File: src/rtl/out_alu_control_unit_pkg.sv
// rtl/out_alu_control_unit_pkg.sv - shared op codes, FIFO_OUT field positions and arbiter state type
package out_alu_control_unit_pkg;

    // Op codes carried in the low field of every FIFO word.
    localparam logic [1:0] OP_ADD = 2'b01;
    localparam logic [1:0] OP_MUL = 2'b10;

    // Field positions are shared with the FIFO_IN ctrl word so CSR decode is common.
    localparam int unsigned OP_BIT  = 0;
    localparam int unsigned ID_BIT  = 2;
    localparam int unsigned RES_BIT = 10;

    // Round-robin pointer: which channel wins when both hold a result.
    typedef enum logic {
        RR_ADD = 1'b0,
        RR_MUL = 1'b1
    } rr_sel_e;

endpackage

File: src/rtl/d_ff_async_en.sv
// rtl/d_ff_async_en.sv - enabled register with clear, the library flop the hold registers build on
// Ports: clk, rst (clears q at the clock edge), en (load d), d, q.
module d_ff_async_en #(
    parameter int WIDTH = 1
) (
    input  logic             clk,
    input  logic             rst,
    input  logic             en,
    input  logic [WIDTH-1:0] d,
    output logic [WIDTH-1:0] q
);

    // The clear is sampled on the clock edge in this block so the whole
    // result path shares one synchronous reset domain.
    always_ff @(posedge clk) begin
        if (rst) begin
            q <= '0;
        end else if (en) begin
            q <= d;
        end
    end

endmodule

File: src/rtl/out_res_hold_reg.sv
// rtl/out_res_hold_reg.sv - one-entry holding register for a single ALU result channel
// Ports: clk, rst; valid/result/id from the ALU; ready back to the ALU (registered);
//        clear from the arbiter; hold_vld/hold_result/hold_id toward the pack mux.
module out_res_hold_reg #(
    parameter int DATA_SIZE = 16,
    parameter int ID_SIZE   = 8
) (
    input  logic                 clk,
    input  logic                 rst,
    input  logic                 valid,
    input  logic [DATA_SIZE-1:0] result,
    input  logic [ID_SIZE-1:0]   id,
    input  logic                 clear,
    output logic                 ready,
    output logic                 hold_vld,
    output logic [DATA_SIZE-1:0] hold_result,
    output logic [ID_SIZE-1:0]   hold_id
);

    logic                         capture;
    logic [DATA_SIZE+ID_SIZE-1:0] hold_data;

    // Capture only into an empty slot and clear only a full one, so both
    // can never hit the same cycle; a valid against a full slot is ignored.
    assign capture = valid & ~hold_vld;
    assign ready   = ~hold_vld;

    d_ff_async_en #(.WIDTH(1)) u_vld (
        .clk (clk),
        .rst (rst),
        .en  (capture | clear),
        .d   (capture),
        .q   (hold_vld)
    );

    d_ff_async_en #(.WIDTH(DATA_SIZE + ID_SIZE)) u_data (
        .clk (clk),
        .rst (rst),
        .en  (capture),
        .d   ({result, id}),
        .q   (hold_data)
    );

    assign hold_result = hold_data[DATA_SIZE+ID_SIZE-1:ID_SIZE];
    assign hold_id     = hold_data[ID_SIZE-1:0];

endmodule

File: src/rtl/out_alu_control_unit.sv
// rtl/out_alu_control_unit.sv - collects adder/multiplier results and writes them round-robin into FIFO_OUT
// Ports: clk, rst; a_* adder result handshake; m_* multiplier result handshake;
//        full_out/w_en_out/fifo_out_data toward FIFO_OUT; add_cnt/mul_cnt result
//        counters for CSR readback; busy when any result is still held.
module out_alu_control_unit
    import out_alu_control_unit_pkg::*;
#(
    parameter int DATA_SIZE      = 16,
    parameter int ID_SIZE        = 8,
    parameter int OPERATION_SIZE = 2,
    parameter int CNT_SIZE       = 16,
    parameter int FIFO_OUT_WIDTH = DATA_SIZE + ID_SIZE + OPERATION_SIZE
) (
    input  logic                      clk,
    input  logic                      rst,
    input  logic                      a_valid_res,
    input  logic [DATA_SIZE-1:0]      a_result,
    input  logic [ID_SIZE-1:0]        a_id_res,
    output logic                      a_ready_res,
    input  logic                      m_valid_res,
    input  logic [DATA_SIZE-1:0]      m_result,
    input  logic [ID_SIZE-1:0]        m_id_res,
    output logic                      m_ready_res,
    input  logic                      full_out,
    output logic                      w_en_out,
    output logic [FIFO_OUT_WIDTH-1:0] fifo_out_data,
    output logic [CNT_SIZE-1:0]       add_cnt,
    output logic [CNT_SIZE-1:0]       mul_cnt,
    output logic                      busy
);

    logic                 a_hold_vld;
    logic [DATA_SIZE-1:0] a_hold_res;
    logic [ID_SIZE-1:0]   a_hold_id;
    logic                 m_hold_vld;
    logic [DATA_SIZE-1:0] m_hold_res;
    logic [ID_SIZE-1:0]   m_hold_id;

    logic                 grant_a;
    logic                 grant_m;
    rr_sel_e              rr_ptr;
    rr_sel_e              rr_ptr_next;
    logic [CNT_SIZE-1:0]  add_cnt_r;
    logic [CNT_SIZE-1:0]  mul_cnt_r;

    out_res_hold_reg #(.DATA_SIZE(DATA_SIZE), .ID_SIZE(ID_SIZE)) u_hold_add (
        .clk         (clk),
        .rst         (rst),
        .valid       (a_valid_res),
        .result      (a_result),
        .id          (a_id_res),
        .clear       (grant_a),
        .ready       (a_ready_res),
        .hold_vld    (a_hold_vld),
        .hold_result (a_hold_res),
        .hold_id     (a_hold_id)
    );

    out_res_hold_reg #(.DATA_SIZE(DATA_SIZE), .ID_SIZE(ID_SIZE)) u_hold_mul (
        .clk         (clk),
        .rst         (rst),
        .valid       (m_valid_res),
        .result      (m_result),
        .id          (m_id_res),
        .clear       (grant_m),
        .ready       (m_ready_res),
        .hold_vld    (m_hold_vld),
        .hold_result (m_hold_res),
        .hold_id     (m_hold_id)
    );

    // Grant is combinational from registered hold state; full_out and rst veto it
    // in the same cycle. The pointer always moves to the channel that lost or
    // did not request, so a lone request still hands priority over.
    always_comb begin
        grant_a     = 1'b0;
        grant_m     = 1'b0;
        rr_ptr_next = rr_ptr;
        if (!rst && !full_out) begin
            if (a_hold_vld && (!m_hold_vld || rr_ptr == RR_ADD)) begin
                grant_a     = 1'b1;
                rr_ptr_next = RR_MUL;
            end else if (m_hold_vld) begin
                grant_m     = 1'b1;
                rr_ptr_next = RR_ADD;
            end
        end
    end

    assign w_en_out = grant_a | grant_m;

    // Idle cycles drive zero so the word is clean during and after reset.
    always_comb begin
        fifo_out_data = '0;
        if (grant_a) begin
            fifo_out_data[OP_BIT  +: OPERATION_SIZE] = OP_ADD;
            fifo_out_data[ID_BIT  +: ID_SIZE]        = a_hold_id;
            fifo_out_data[RES_BIT +: DATA_SIZE]      = a_hold_res;
        end else if (grant_m) begin
            fifo_out_data[OP_BIT  +: OPERATION_SIZE] = OP_MUL;
            fifo_out_data[ID_BIT  +: ID_SIZE]        = m_hold_id;
            fifo_out_data[RES_BIT +: DATA_SIZE]      = m_hold_res;
        end
    end

    always_ff @(posedge clk) begin
        if (rst) begin
            rr_ptr    <= RR_ADD;
            add_cnt_r <= '0;
            mul_cnt_r <= '0;
        end else begin
            rr_ptr <= rr_ptr_next;
            if (grant_a) begin
                add_cnt_r <= add_cnt_r + 1'b1;
            end
            if (grant_m) begin
                mul_cnt_r <= mul_cnt_r + 1'b1;
            end
        end
    end

    assign add_cnt = add_cnt_r;
    assign mul_cnt = mul_cnt_r;
    assign busy    = a_hold_vld | m_hold_vld;

endmodule

File: config.mk
export PLATFORM = sky130hd
export DESIGN_NAME = out_alu_control_unit
export DESIGN_NICKNAME = d
export VERILOG_FILES = /design/src/rtl/out_alu_control_unit_pkg.sv /design/src/rtl/d_ff_async_en.sv /design/src/rtl/out_res_hold_reg.sv /design/src/rtl/out_alu_control_unit.sv
export SDC_FILE = /design/constraint.sdc
export NUM_CORES = 1
export LEC_CHECK = 0
export ABC_CLOCK_PERIOD_IN_PS = 4200
export CAP_MARGIN = 20
export CORE_ASPECT_RATIO = 0.5
export CORE_UTILIZATION = 35
export CTS_BUF_LIST = sky130_fd_sc_hd__clkbuf_16
export DETAILED_ROUTE_END_ITERATION = 10
export GPL_TIMING_DRIVEN = 0
export PLACE_DENSITY = 0.65
export SLEW_MARGIN = 0
export SYNTH_ARGS = -nofsm -noshare
export SYNTH_HDL_FRONTEND = slang
export SYNTH_SLANG_ARGS = --single-unit
File: constraint.sdc
create_clock -name clk -period 4.2 [get_ports clk]
set_input_delay 0.63 -clock clk [delete_from_list [all_inputs] [get_ports clk]]
set_output_delay 0.63 -clock clk [all_outputs]
set_load 0.02 [all_outputs]
After elaboration in Yosys (flattened, before gate mapping)
Index checks and enable logic that the tools add are counted.
{"block": "totals", "register_bits": 83}
{"block": "op_classes", "bitwise": 9, "n_addsub": 2, "n_mux": 9, "reduce_logical": 8}
{"operator": "$mux 26", "count": 2}
{"operator": "$add 16x1->16 const B", "count": 2}
{"operator": "$mux 1", "count": 7}
{"operator": "$or 1x1->1", "count": 4}
{"operator": "$logic_not 1->1", "count": 3}
{"operator": "$not 1->1", "count": 3}
{"operator": "$and 1x1->1", "count": 2}
{"operator": "$logic_and 1x1->1", "count": 2}
{"operator": "$reduce_and 2->1", "count": 1}
{"operator": "$reduce_bool 2->1", "count": 1}
{"operator": "$logic_or 1x1->1", "count": 1}

Depth between registers and ports, before layout
Gate-level depths: netlist of run 1.
{"block": "logic_depth", "word_depth": 7, "ltp_mapped": 6, "depth_no_buf": 5}

Hierarchy
A second synthesis of run 1 with hierarchy kept.
{"block": "unflattened", "hier_cells": 381, "area_unflattened_um2": 3652.3}
{"module": "out_alu_control_unit", "cells_each": 215, "instances": 1, "seq_area_each_um2": 660.6, "area_each_um2": 1813.0}
{"module": "d_ff_async_en at u_hold_add.u_data ...", "cells_each": 77, "instances": 2, "seq_area_each_um2": 480.5, "area_each_um2": 869.6}
{"module": "d_ff_async_en at u_hold_add.u_vld ...", "cells_each": 3, "instances": 2, "seq_area_each_um2": 20.0, "area_each_um2": 33.8}
{"module": "out_res_hold_reg", "cells_each": 3, "instances": 2, "seq_area_each_um2": 0.0, "area_each_um2": 16.3}

Least setup slack after synthesis of run 1
Ideal clock, no wire load.
{"block": "synth_path", "kind": "input -> output", "startpoint": "input rst", "endpoint": "output fifo_out_data[10]", "arrival_ns": 1.834, "path_stages": 6, "slack_ns": 1.736, "cell_sequence": "buf_2 -> or2_2 -> nor3_2 -> buf_4 -> buf_4 -> a22o_1"}
{"block": "synth_via", "elab_chain_cells": 5}
{"element": "start: declaration", "line_no": "out_alu_control_unit.sv:15", "source": "input logic rst,"}
{"element": "$logic_not 1->1 (*)", "line_no": "out_alu_control_unit.sv:79", "source": "if (!rst && !full_out) begin"}
{"element": "$logic_and 1x1->1 (*)", "line_no": "out_alu_control_unit.sv:79"}
{"element": "$mux 1", "line_no": "out_alu_control_unit.sv:79"}
{"element": "$mux 26", "line_no": "out_alu_control_unit.sv:99", "source": "end else if (grant_m) begin"}
{"element": "$mux 26 (*)", "line_no": "out_alu_control_unit.sv:95", "source": "if (grant_a) begin"}
{"element": "end: declaration", "line_no": "out_alu_control_unit.sv:26", "source": "output logic [FIFO_OUT_WIDTH-1:0] fifo_out_data,"}
Mark *: on every way between the ends. The rest lies on a longest branch, timed or not.

Worst setup path in the final report of run 1
{"block": "layout_path", "startpoint": "input full_out", "endpoint": "output fifo_out_data[17]"}
{"block": "layout_via", "elab_chain_cells": 5}
{"element": "start: declaration", "line_no": "out_alu_control_unit.sv:24", "source": "input logic full_out,"}
{"element": "$logic_not 1->1 (*)", "line_no": "out_alu_control_unit.sv:79"}
{"element": "$logic_and 1x1->1 (*)", "line_no": "out_alu_control_unit.sv:79"}
{"element": "$mux 1", "line_no": "out_alu_control_unit.sv:79"}
{"element": "$mux 26", "line_no": "out_alu_control_unit.sv:99"}
{"element": "$mux 26 (*)", "line_no": "out_alu_control_unit.sv:95"}
Marked as above.

==> impl_metrics.env, run 1 <==
export IMPL_synth_area_um2=3510
export IMPL_postCtsSetupBuffers=0
export IMPL_fin_total_pwr_w=0.00191
export IMPL_post_cts_resized=0
export IMPL_worstReg2RegEnd="mul_cnt[15]"
export IMPL_grt_use_total_pct=19.8
export IMPL_yosys_most_used_dff="dfxtp_1"
export IMPL_synth_cell_type_count=38
export IMPL_rsz0062_at_grt="false"
export IMPL_synth_seq_cells=83
export IMPL_ys_warn_count=0
export IMPL_wirelength_met1_mm=4.78
export IMPL_n_antenna_cell=0
export IMPL_yosysSeqAreaShare_pct=47.3
export IMPL_final_nets=605
export IMPL_crit_path_max_fanout=10
export IMPL_outcome="completed"
export IMPL_setup_tns_ns=0
export IMPL_io_pins=115
export IMPL_path_cells="clkdlybuf4s50_1, a211oi_1, and2_1, buf_4, buf_4, a22o_1, clkdlybuf4s50_1"
export IMPL_cap_viol_max_count=0
export IMPL_wl_met3_um=359
export IMPL_drc=0
export IMPL_final_layout_size_suffix_gt1_share_pct=5.41
export IMPL_setup_slack_ns=0.372
export IMPL_globalRoute_totalOverflow=0
export IMPL_critPathArrivalTime_ns=3.20
export IMPL_routed_top_layer="met4"
export IMPL_drt_pass1_iter_count=4
export IMPL_cp_startpoint="full_out"
export IMPL_drt_first_iter_violations=202
export IMPL_die_area_um2=10500
export IMPL_slew_headroom_pct=58.1
export IMPL_async_reset_ff_share_pct=0
export IMPL_worst_r2r_cell_count=4
export IMPL_crit_path_end="fifo_out_data[17]"
export IMPL_setup_worst_path_class="in -> out"
export IMPL_rrSetupSlack_ns=2.41
export IMPL_critPathLaunchType="input port"
export IMPL_cts_buffer_depth=2
export IMPL_io_buffers=114
export IMPL_syn_nets=480
export IMPL_netlist_top_cell_by_area="dfxtp_1"
export IMPL_antenna_found_initial=0
export IMPL_yosysTopAreaCellShare_pct=47.3
export IMPL_worst_pin_slew_ns=0.625
export IMPL_final_cell_mix="clkdlybuf4s50_1, nand2_1, dfxtp_1, a21oi_1, a22o_1"
export IMPL_dp_slack_ns=0.459
export IMPL_leakagePower_nw=1.84
export IMPL_final_period_utilization_pct=91.1
export IMPL_r2r_start="u_hold_mul.u_vld.q"
export IMPL_syn_area_per_cell_um2=8.27
export IMPL_hold_class="reg -> reg"
export IMPL_start_util_pct=36.6
export IMPL_skew_ns=0.00521
export IMPL_syn_to_final_growth_pct=46.8
export IMPL_slowest_stage="clkdlybuf4s50_1"
export IMPL_fin_crit_ns=3.83
export IMPL_die_x_um=144
export IMPL_num_rows=25
export IMPL_fp_coreArea_um2=9600
export IMPL_synth_edf_count=0
export IMPL_fmax_mhz=261
export IMPL_avgRoutedWirePerCell_um=14.2
export IMPL_stdcell_count=690
export IMPL_final_common_cell="clkdlybuf4s50_1"
export IMPL_ant_nets=0
export IMPL_finalHoldViolCount=0
export IMPL_gp_congestion=0.761
export IMPL_cts_max_level=3
export IMPL_setup_viol_count_final=0
export IMPL_slowest_delay_ns=0.60
export IMPL_cts_sinks=83
export IMPL_cts_tree="done"
export IMPL_cts_made_buffers=9
export IMPL_clk_pin_slew_ns=0.06
export IMPL_die_y_um=72.8
export IMPL_yosys_top_cells_area="dfxtp_1, nand2_1, a21oi_1"
export IMPL_cts_root_buffer="clkbuf_16"
export IMPL_p_per_area_nw_per_um2=371
export IMPL_dr_wl_met2_mm=4.60
export IMPL_ir_drop_v=0.000206
export IMPL_via_per_inst=4.94
export IMPL_slew_viol_final=0
export IMPL_hpwl_mm=7.05
export IMPL_vias=3411
export IMPL_cts_hold_buf=0
export IMPL_routed_wl_mm=9.83
export IMPL_grt_pass1_wl_mm=15.8
export IMPL_dp_cells=674
export IMPL_end_kind="output port"
export IMPL_grt_max_degree=14
export IMPL_syn_inst=425
export IMPL_grt_pass1_vias=3231
export IMPL_fill_cells=917
export IMPL_clk_latency_ns=0.33
export IMPL_critical_path_required_ns=3.57
## cells by family after synthesis
family / Yosys count / share of synthesized area (%)
AOI/OAI and AO/OA: 106 / 18.8
muxes: 4 / 1.18
and+or+nand+nor: 184 / 24.5
xor gates and xnor gates: 13 / 3.24
buffers and inverters: 33 / 4.27
adders and majority gates: 2 / 0.712
DFF: 83 / 47.3
## cell type report
| type | instances | area [um2] | share of cell area (%) |
|---|---|---|---|
| inverter | 6 | 22.5 | 0.437 |
| tap | 135 | 169 | 3.28 |
| buffer | 27 | 128 | 2.48 |
| timing repair buffer | 114 | 1140 | 22.1 |
| sequential | 83 | 1660 | 32.2 |
| clock inverter | 7 | 108 | 2.09 |
| clock buffer | 9 | 225 | 4.37 |
| multi-input combinational | 309 | 1700 | 33.0 |
## critical path, delay by kind of cell
family                 cells  cell delay [ns]
AOI/OAI and AO/OA          2             0.74
buffers and inverters      4             1.54
and+or+nand+nor            1             0.27
## worst min-delay path by stage
| stage | startpoint | to | slack, ns | depth (start not counted) |
|---|---|---|---|---|
| 2_1_floorplan | u_hold_mul.u_data.q[0] | u_hold_mul.u_data.q[0] | 0.44 | 2 |
| 3_3_place_gp | u_hold_mul.u_data.q[11] | u_hold_mul.u_data.q[11] | 0.44 | 2 |
| 3_5_place_dp | u_hold_mul.u_data.q[9] | u_hold_mul.u_data.q[9] | 0.45 | 2 |
| 4_1_cts | u_hold_mul.u_data.q[2] | u_hold_mul.u_data.q[2] | 0.46 | 2 |
| 5_1_grt | u_hold_mul.u_data.q[2] | u_hold_mul.u_data.q[2] | 0.47 | 2 |
| 6_report | u_hold_add.u_data.q[4] | u_hold_add.u_data.q[4] | 0.45 | 2 |
## routing by layer
metal	up-vias	global-route usage, %
li1	1743	-
met4	0	6.03
met1	1596	26.0
met5	-	0
met3	9	4.13
met2	63	32.8
## where the power goes
group / total [W] / leakage (nW) / internal, W / switching (W)
sequential: 0.000835 / 0.677 / 0.000818 / 0.0000175
clock: 0.000886 / 0.168 / 0.000575 / 0.000312
combinational: 0.000190 / 0.996 / 0.0000909 / 0.0000987
total: 0.00191 / 1.84 / 0.00148 / 0.000428
## state kept, by name, indices dropped and copies added, names as in the netlist
signal / flops
add_cnt: 16
rr_ptr: 1
mul_cnt: 16
u_hold_mul.u_vld.q: 1
u_hold_mul.u_data.q: 24
u_hold_add.u_vld.q: 1
u_hold_add.u_data.q: 24
## cells in the mapped netlist, types with 2 or more instances
cell type / n
or3_1: 7
nand2_1: 109
clkbuf_1: 13
nor3_1: 2
a21oi_1: 61
and4_1: 7
buf_4: 6
dfxtp_1: 83
xnor2_1: 5
o21ai_0: 9
o311ai_0: 3
o41ai_1: 3
nor2_1: 18
a22o_1: 24
buf_1: 5
mux2i_1: 3
nand3_1: 10
or4_1: 4
and3_1: 2
ha_1: 2
buf_2: 3
nand2b_1: 2
xor2_1: 8
o31ai_1: 4
nor2b_1: 4
nand4_1: 11
inv_1: 6
## through the flow
stage / util [%] / cell area (um2) / hold slack [ns]
3_3_place_gp: 50.2 / 4820 / 0.442
3_5_place_dp: 50.2 / 4820 / 0.448
5_1_grt: 53.7 / 5160 / 0.471
6_report: 53.7 / 5160 / 0.453
2_1_floorplan: - / 3510 / 0.436
4_1_cts: 53.7 / 5160 / 0.455
Note: power is estimated with default switching activity, not from simulation.
==> run 2, diff against run 1 <==
- CORE_UTILIZATION: 35 -> 40
- PLACE_DENSITY: 0.65 -> 0.82
==> run 2 against run 1 <==
Net effect: non-clock buffer count unchanged; clock power down 23%; sequential share of layout area up 0.69 points; clock skew down 0.00086 ns; register-to-register slack about the same; power down 11%; worst hold slack better by 0.0010 ns; largest cell class unchanged.
==> impl_metrics.env, run 2 (synthesized netlist as in run 1, its figures left out) <==
export IMPL_final_common_cell="clkdlybuf4s50_1"
export IMPL_end_kind="output port"
export IMPL_syn_to_final_growth_pct=43.7
export IMPL_die_area_um2=9190
export IMPL_routed_wl_mm=9.36
export IMPL_rsz0062_at_grt="false"
export IMPL_gp_congestion=0.785
export IMPL_cts_made_buffers=9
export IMPL_globalRoute_totalOverflow=0
export IMPL_num_rows=23
export IMPL_vias=3451
export IMPL_worst_r2r_cell_count=5
export IMPL_fp_coreArea_um2=8260
export IMPL_final_cell_mix="clkdlybuf4s50_1, nand2_1, dfxtp_1, a21oi_1, a22o_1"
export IMPL_critPathArrivalTime_ns=3.10
export IMPL_skew_ns=0.00434
export IMPL_clk_latency_ns=0.34
export IMPL_cap_viol_max_count=0
export IMPL_cts_hold_buf=0
export IMPL_grt_use_total_pct=20.9
export IMPL_n_antenna_cell=0
export IMPL_slew_viol_final=0
export IMPL_cts_max_level=3
export IMPL_antenna_found_initial=0
export IMPL_via_per_inst=5.17
export IMPL_leakagePower_nw=1.81
export IMPL_stdcell_count=667
export IMPL_cts_buffer_depth=2
export IMPL_start_util_pct=42.5
export IMPL_worstReg2RegEnd="add_cnt[12]"
export IMPL_grt_use_met2_pct=36.7
export IMPL_die_x_um=135
export IMPL_fmax_mhz=268
export IMPL_clk_pin_slew_ns=0.06
export IMPL_busiest_layer="met2"
export IMPL_largest_registers="u_hold_add.u_data.q: 24 flops, u_hold_mul.u_data.q: 24 flops"
export IMPL_finalHoldViolCount=0
export IMPL_worst_pin_slew_ns=0.573
export IMPL_cts_root_buffer="clkbuf_16"
export IMPL_final_nets=605
export IMPL_crit_path_end="fifo_out_data[18]"
export IMPL_final_layout_size_suffix_gt1_share_pct=4.86
export IMPL_ant_nets=0
export IMPL_grt_use_met3_pct=6.96
export IMPL_setup_worst_path_class="in -> out"
export IMPL_avgRoutedWirePerCell_um=14.0
export IMPL_drt_first_iter_violations=221
export IMPL_die_y_um=68.3
export IMPL_drc=0
export IMPL_critPathLaunchType="input port"
export IMPL_postCtsSetupBuffers=0
export IMPL_ir_drop_v=0.000176
export IMPL_post_cts_resized=0
export IMPL_grt_pass1_vias=3121
export IMPL_outcome="completed"
export IMPL_hold_class="reg -> reg"
export IMPL_hpwl_mm=6.81
export IMPL_grt_pass1_wl_mm=14.7
export IMPL_final_period_utilization_pct=88.8
export IMPL_cts_tree="done"
export IMPL_io_buffers=114
export IMPL_setup_tns_ns=0
export IMPL_drt_pass1_iter_count=5
export IMPL_setup_viol_count_final=0
export IMPL_rrSetupSlack_ns=2.42
export IMPL_io_pins=115
export IMPL_cp_startpoint="full_out"
export IMPL_p_per_area_nw_per_um2=338
export IMPL_crit_path_max_fanout=10
export IMPL_fin_crit_ns=3.73
export IMPL_critical_path_required_ns=3.57
export IMPL_grt_max_degree=13
export IMPL_grt_met1_usage_pct=24.6
export IMPL_r2r_start="add_cnt[0]"
export IMPL_cts_sinks=83
export IMPL_slew_headroom_pct=61.8
export IMPL_dp_cells=651
run 2: area by class of cell:
class / instances / area (um2)
Fill cell: 711 / 3210
Tap cell: 112 / 140
Inverter: 6 / 22.5
Sequential cell: 83 / 1660
Timing Repair Buffer: 114 / 1140
Multi-Input combinational cell: 309 / 1700
Clock inverter: 7 / 28.8
Clock buffer: 9 / 225
Buffer: 27 / 128
run 2: metrics by stage:
stage	utilization, %	setup WS [ns]	instance area [um2]	power (W)	hold slack [ns]
global route	61.1	0.286	5050	0.00178	0.471
CTS	61.1	0.491	5050	0.00172	0.455
finish	61.1	0.470	5050	0.00171	0.454
floorplan	-	1.74	3510	0.000943	0.436
global placement	58.1	0.510	4790	0.00104	0.442
detailed placement	58.1	0.511	4790	0.00104	0.447
run 2: how the worst min path moves through the flow:
stage	from	end	slack, ns	cells past startpoint
floorplan	u_hold_mul.u_data.q[0]	u_hold_mul.u_data.q[0]	0.44	2
global placement	u_hold_mul.u_data.q[23]	u_hold_mul.u_data.q[23]	0.44	2
detailed placement	u_hold_mul.u_data.q[1]	u_hold_mul.u_data.q[1]	0.45	2
CTS	u_hold_mul.u_data.q[1]	u_hold_mul.u_data.q[1]	0.45	2
global route	u_hold_add.u_data.q[15]	u_hold_add.u_data.q[15]	0.47	2
finish	u_hold_mul.u_data.q[7]	u_hold_mul.u_data.q[7]	0.45	2
run 2: per-layer routing:
metal | vias up | part of all wire, %
li1 | 1739 | -
met1 | 1617 | 44
met2 | 85 | 49
met3 | 10 | 5.8
met4 | 0 | 1.0
met5 | - | 0
run 2: power breakdown:
part           switching, W  internal (W)  leakage [nW]  total [W]
Sequential        0.0000176      0.000818         0.677   0.000835
Combinational     0.0000969     0.0000908         0.996   0.000188
Clock              0.000296      0.000387         0.138   0.000684
run 2: worst max-delay path, cell delays in order:
cell and delay, ns:
clkdlybuf4s50_1 0.54, a211oi_1 0.50, and2_1 0.24, buf_4 0.20, buf_4 0.19, a22o_1 0.17, clkdlybuf4s50_1 0.60
